**config.mk**
```make
export PLATFORM = sky130hd
export DESIGN_NAME = alu_issue_ctrl
export DESIGN_NICKNAME = d
export VERILOG_FILES = /design/src/rtl/alu_issue_pkg.sv /design/src/rtl/alu_issue_regfile.sv /design/src/rtl/alu_issue_ctrl.sv
export SDC_FILE = /design/constraint.sdc
export NUM_CORES = 1
export LEC_CHECK = 0
export CAP_MARGIN = 20
export CORE_MARGIN = 2
export CORE_UTILIZATION = 50
export CTS_BUF_LIST = sky130_fd_sc_hd__clkbuf_2 sky130_fd_sc_hd__clkbuf_4 sky130_fd_sc_hd__clkbuf_8
export CTS_CLUSTER_DIAMETER = 200
export CTS_CLUSTER_SIZE = 20
export DETAILED_ROUTE_END_ITERATION = 10
export PLACE_DENSITY = 0.81
export SYNTH_ARGS = -nofsm -noshare
export SYNTH_HDL_FRONTEND = slang
export SYNTH_SLANG_ARGS = --single-unit
```
**constraint.sdc**
```tcl
create_clock -name clk -period 1.54 [get_ports clk]
set_clock_uncertainty 0.2 [all_clocks]
set_input_delay 0.308 -clock clk [delete_from_list [all_inputs] [get_ports clk]]
set_output_delay 0.308 -clock clk [all_outputs]
set_load 0.005 [all_outputs]
```
**src/rtl/alu_issue_pkg.sv**
```systemverilog
// Shared types and default sizes for the ALU issue/writeback controller.
package alu_issue_pkg;

  localparam int ALU_DW   = 4;
  localparam int ALU_NREG = 4;
  localparam int ALU_AW   = 2;

  typedef logic [2:0] alu_op_t;

  typedef enum logic [1:0] {
    IDLE = 2'd0,
    EXEC = 2'd1,
    DONE = 2'd2
  } issue_state_t;

endpackage

```
**src/rtl/alu_issue_regfile.sv**
```systemverilog
// NREG x DW register file: two asynchronous read ports and one write path
// in which an ALU writeback overrides a direct load to the same entry.
module alu_issue_regfile
  import alu_issue_pkg::*;
#(
  parameter int DW   = ALU_DW,
  parameter int NREG = ALU_NREG,
  parameter int AW   = ALU_AW
) (
  input  logic          clk,
  input  logic          rst_n,
  input  logic [AW-1:0] ra1,
  input  logic [AW-1:0] ra2,
  output logic [DW-1:0] rd1,
  output logic [DW-1:0] rd2,
  input  logic          wb_en,
  input  logic [AW-1:0] wb_addr,
  input  logic [DW-1:0] wb_data,
  input  logic          ld_en,
  input  logic [AW-1:0] ld_addr,
  input  logic [DW-1:0] ld_data
);

  logic [DW-1:0] regs_reg  [NREG];
  logic [DW-1:0] regs_next [NREG];

  genvar gi;
  generate
    for (gi = 0; gi < NREG; gi++) begin : g_entry
      logic wb_hit;
      logic ld_hit;
      assign wb_hit = wb_en && (wb_addr == AW'(gi));
      assign ld_hit = ld_en && (ld_addr == AW'(gi));
      // Writeback checked first so it wins over a same-cycle load.
      assign regs_next[gi] = wb_hit ? wb_data : (ld_hit ? ld_data : regs_reg[gi]);
    end
  endgenerate

  always_ff @(posedge clk or negedge rst_n) begin
    if (!rst_n) begin
      for (int i = 0; i < NREG; i++) regs_reg[i] <= '0;
    end else begin
      for (int i = 0; i < NREG; i++) regs_reg[i] <= regs_next[i];
    end
  end

  assign rd1 = regs_reg[ra1];
  assign rd2 = regs_reg[ra2];

endmodule

```
**src/rtl/alu_issue_ctrl.sv**
```systemverilog
// Issue/writeback controller in front of the combinational ALU.
// Optional ALU_ISSUE_CNT_EN adds an 8-bit wrapping handshake counter (issue_cnt).
module alu_issue_ctrl
  import alu_issue_pkg::*;
#(
  parameter int DW   = ALU_DW,
  parameter int NREG = ALU_NREG,
  parameter int AW   = ALU_AW
) (
  input  logic          clk,
  input  logic          rst_n,
  input  logic          in_valid,
  output logic          in_ready,
  input  logic [2:0]    in_op,
  input  logic [AW-1:0] in_rs1,
  input  logic [AW-1:0] in_rs2,
  input  logic [AW-1:0] in_rd,
  input  logic          ld_en,
  input  logic [AW-1:0] ld_addr,
  input  logic [DW-1:0] ld_data,
  output logic [DW-1:0] alu_a,
  output logic [DW-1:0] alu_b,
  output logic [2:0]    alu_op,
  input  logic [DW-1:0] alu_result,
  input  logic          alu_cout,
  output logic          out_valid,
  input  logic          out_ready,
  output logic [DW-1:0] out_data,
  output logic          out_cout,
  output logic [AW-1:0] out_rd
`ifdef ALU_ISSUE_CNT_EN
  ,
  output logic [7:0]    issue_cnt
`endif
);

  issue_state_t  state_reg;
  logic [AW-1:0] rd_reg;
  logic [DW-1:0] a_reg;
  logic [DW-1:0] b_reg;
  alu_op_t       op_reg;
  logic [DW-1:0] data_reg;
  logic          cout_reg;
  logic [AW-1:0] out_rd_reg;
  logic [DW-1:0] rf_rd1;
  logic [DW-1:0] rf_rd2;
  logic          wb_en;

  assign wb_en = (state_reg == EXEC);

  alu_issue_regfile #(
    .DW   (DW),
    .NREG (NREG),
    .AW   (AW)
  ) u_rf (
    .clk     (clk),
    .rst_n   (rst_n),
    .ra1     (in_rs1),
    .ra2     (in_rs2),
    .rd1     (rf_rd1),
    .rd2     (rf_rd2),
    .wb_en   (wb_en),
    .wb_addr (rd_reg),
    .wb_data (alu_result),
    .ld_en   (ld_en),
    .ld_addr (ld_addr),
    .ld_data (ld_data)
  );

  // Operands latch only on accept, so ALU inputs are stable through EXEC
  // and keep their last values afterwards.
  always_ff @(posedge clk or negedge rst_n) begin
    if (!rst_n) begin
      state_reg  <= IDLE;
      rd_reg     <= '0;
      a_reg      <= '0;
      b_reg      <= '0;
      op_reg     <= '0;
      data_reg   <= '0;
      cout_reg   <= 1'b0;
      out_rd_reg <= '0;
    end else begin
      case (state_reg)
        IDLE: begin
          if (in_valid) begin
            a_reg     <= rf_rd1;
            b_reg     <= rf_rd2;
            op_reg    <= in_op;
            rd_reg    <= in_rd;
            state_reg <= EXEC;
          end
        end
        EXEC: begin
          data_reg   <= alu_result;
          cout_reg   <= alu_cout;
          out_rd_reg <= rd_reg;
          state_reg  <= DONE;
        end
        DONE: begin
          if (out_ready) state_reg <= IDLE;
        end
        default: state_reg <= IDLE;
      endcase
    end
  end

`ifdef ALU_ISSUE_CNT_EN
  logic [7:0] cnt_reg;

  always_ff @(posedge clk or negedge rst_n) begin
    if (!rst_n) begin
      cnt_reg <= 8'd0;
    end else if (state_reg == DONE && out_ready) begin
      cnt_reg <= cnt_reg + 8'd1;
    end
  end

  assign issue_cnt = cnt_reg;
`endif

  assign in_ready  = (state_reg == IDLE);
  assign out_valid = (state_reg == DONE);
  assign alu_a     = a_reg;
  assign alu_b     = b_reg;
  assign alu_op    = op_reg;
  assign out_data  = data_reg;
  assign out_cout  = cout_reg;
  assign out_rd    = out_rd_reg;

endmodule

```
==> flow_summary.json <==
{
  "initial_core_util_pct": 53.41,
  "hold_class": "in -> async",
  "synth_area_leaders": "dfrtp_1, mux2_2, mux4_1",
  "setup_slack_ns": -0.06229,
  "crit_required_ns": 1.03,
  "ios": 45,
  "cts_root_buffer": "clkbuf_4",
  "outcome": "finished, violations left",
  "numCtsBuffers": 5,
  "antenna_left": 0,
  "power_frac_seq_pct": 41.7,
  "grt_max_degree": 39,
  "syn_area_per_cell_um2": 13.61,
  "critical_path.top_delay_family": "flip-flops",
  "setup_viol": 16,
  "drt_iter0_drc": 48,
  "slew_headroom_pct": 80.63,
  "overflow": 0,
  "post_drt_wl_per_cell_um": 16.22,
  "drc": 0,
  "violations": "negative setup slack",
  "antenna_found_initial": 0,
  "min_period_ns": 1.602,
  "drt_pre_antenna_iters": 4,
  "power.net_switching_uw": 1387,
  "die_area_um2": 4147,
  "cap_violations": 0,
  "worst_pin_slew_ns": 0.2897,
  "std_cell_rows": 21,
  "fp.coreArea_um2": 3416,
  "ys_warn_count": 0,
  "clock_latency_ns": 0.34,
  "maxSlewViolCount": 0,
  "dp.final_hpwl_mm": 2.939,
  "layout-drive-gt1-share_pct": 34.63,
  "synth_top_cell_by_area": "dfrtp_1",
  "fp.dieH_um": 64.40,
  "clk_pin_slew_ns": 0.10,
  "grt_setup_unrepaired": "yes",
  "htreeDepth": 2,
  "viasPerCell": 5.390,
  "syn_nets": 159,
  "critical_path.cell_chain": "buf_6, nor2_4, buf_2",
  "synth_seq_cells": 38,
  "cts_tree": "yes",
  "critical_path_peak_fanout": 3,
  "intPower_uw": 3088,
  "numClockSinks": 38,
  "cp_slowest_cell": "dfrtp_1",
  "cp.arrival_ns": 1.09,
  "area_growth_pct": 44.86,
  "ys_types": 21,
  "hold_viol": 0,
  "slowest_delay_ns": 0.42,
  "gp_congestion": 0.8558,
  "grt_usage_pct": 21.21,
  "diodes": 0,
  "die_w_um": 64.40,
  "p_leak_uw": 0.001245,
  "seq_area_frac_synth_pct": 52.13,
  "largest_reg_flops": 16,
  "max_freq_mhz": 624.1,
  "cts_buffer_depth": 2,
  "switching_share_pct": 30.99,
  "start_kind": "flop",
  "grt_pass1_wl_mm": 6.465,
  "finalInstanceArea_um2": 2643,
  "tns_ns": -0.3383,
  "ff2ff_setup_slack_ns": -0.03,
  "dr_total_vias": 1353,
  "grt_pass1_vias": 1332,
  "yosys.area.top_type_share_pct": 52.13,
  "fin_crit_sh_pct": 104.0,
  "drt_wl_total_mm": 4.071,
  "end_kind": "output port",
  "critPathBufInv": 2,
  "peakVddDrop_mv": 1.071,
  "p_comb_share_pct": 46.9,
  "criticalPathCategory": "reg -> out",
  "nNetsFinal": 230,
  "netlist_instances": 134,
  "p_per_area_nw_per_um2": 1693,
  "io_buffers": 44,
  "p_clk_share_pct": 11.4,
  "place_area_um2": 2412,
  "finalCoreUtilization_pct": 77.36,
  "synth_area_um2": 1824
}
[final timing paths]
path	startpoint	end	cells after the start
hold / removal	rst_n	alu_op[2]$_DFFE_PN0P_	3
setup reg to reg	state_reg[0]$_DFFE_PN0P_	alu_op[2]$_DFFE_PN0P_	6
max in group asynchronous	rst_n	u_rf.regs_reg[1]$_DFFE_PN0P_	3
min in group clk	out_ready	state_reg[1]$_DFFE_PN0P_	2
hold reg to reg	alu_b[1]$_DFFE_PN0P_	alu_b[1]$_DFFE_PN0P_	1
setup / recovery	state_reg[0]$_DFFE_PN0P_	in_ready	3
[Yosys cell counts (all sizes together)]
library cell,n
dfrtp,38
mux2,20
nand3,1
or3b,1
nor2,5
nand4b,1
inv,2
nand2b,2
nor4b,1
o21ai,13
buf,2
mux2i,16
clkbuf,3
a21oi,4
nand2,13
mux4,8
nand3b,2
nor4bb,2
[stage by stage]
stage               setup WS (ns)  total power (uW)  hold slack, ns  instances
floorplan                  0.1244              2726         -0.1876        134
global placement          -0.5178              3609         0.08350        232
detailed placement        -0.5840              3744         0.08796        232
CTS                       -0.1482              4217          0.2497        247
global route              -0.1218              4776          0.2601        251
finish                   -0.06229              4474          0.2565        251
[layer usage]
layer	track usage [%]	share of wire (%)	vias to the layer above
met1	26.33	42	659
li1	-	-	641
met4	6.383	1.1	0
met2	35.68	52	47
met3	6.514	5.5	6
met5	0	0	-
[logic make-up after synthesis]
kind of cell / count (synthesis) / synth area share, %
buffers and inverters: 7 / 1.920
multiplexers: 44 / 32.65
flip-flops: 38 / 52.13
AO/OA/AOI/OAI: 17 / 4.664
AND/OR/NAND/NOR: 28 / 8.641
[final cells by class]
cell class	instances	area (um^2)
clock buffers	7	52.55
repair buffers	69	671.9
inverters	2	7.507
flip-flops and latches	38	950.9
multi-input cells	89	902.1
well taps	46	57.56
fillers	232	773.2
[cells in the final DEF, fill, tap and decap left out, types with 2 or more instances in the layout]
cell	count
nor4bb_2	2
mux2_2	20
buf_2	2
buf_6	7
clkbuf_4	7
o21ai_0	6
o21ai_2	3
buf_4	15
dlygate4sd2_1	12
o21ai_1	4
a21oi_1	4
mux2i_1	16
nand2b_4	2
nand2_2	4
nand2_1	8
nand3b_1	2
mux4_1	8
clkdlybuf4s50_1	21
nor2_1	3
clkdlybuf4s15_1	8
buf_12	2
dfrtp_1	38
[worst register-to-register path, stage by stage, from the launching register on]
cell and delay (ns):
dfrtp_1 0.42, buf_6 0.13, nor2_4 0.09, buf_4 0.12
nand2_4 0.07, clkbuf_16 0.16, mux2_2 0.26
[power by group through the flow]
stage,logic [uW],clock network (uW),registers [uW]
floorplan,919,0,1810
global placement,1780,0,1830
detailed placement,1850,0,1890
CTS,1850,516,1850
global route,2280,565,1930
finish,2100,509,1870
[repair_timing]
| item | in CTS | in global routing |
|---|---|---|
| hold endpoints to repair | 38 | 0 |
| gates resized for setup | 30 | 37 |
| endpoints found under the setup margin | 35 | 38 |
| hold buffers | 1 | 0 |
| cloned | 0 | 1 |
| pin swaps | 0 | 2 |
| buffers inserted | 7 | 3 |
(Power assumes the default switching activity.)
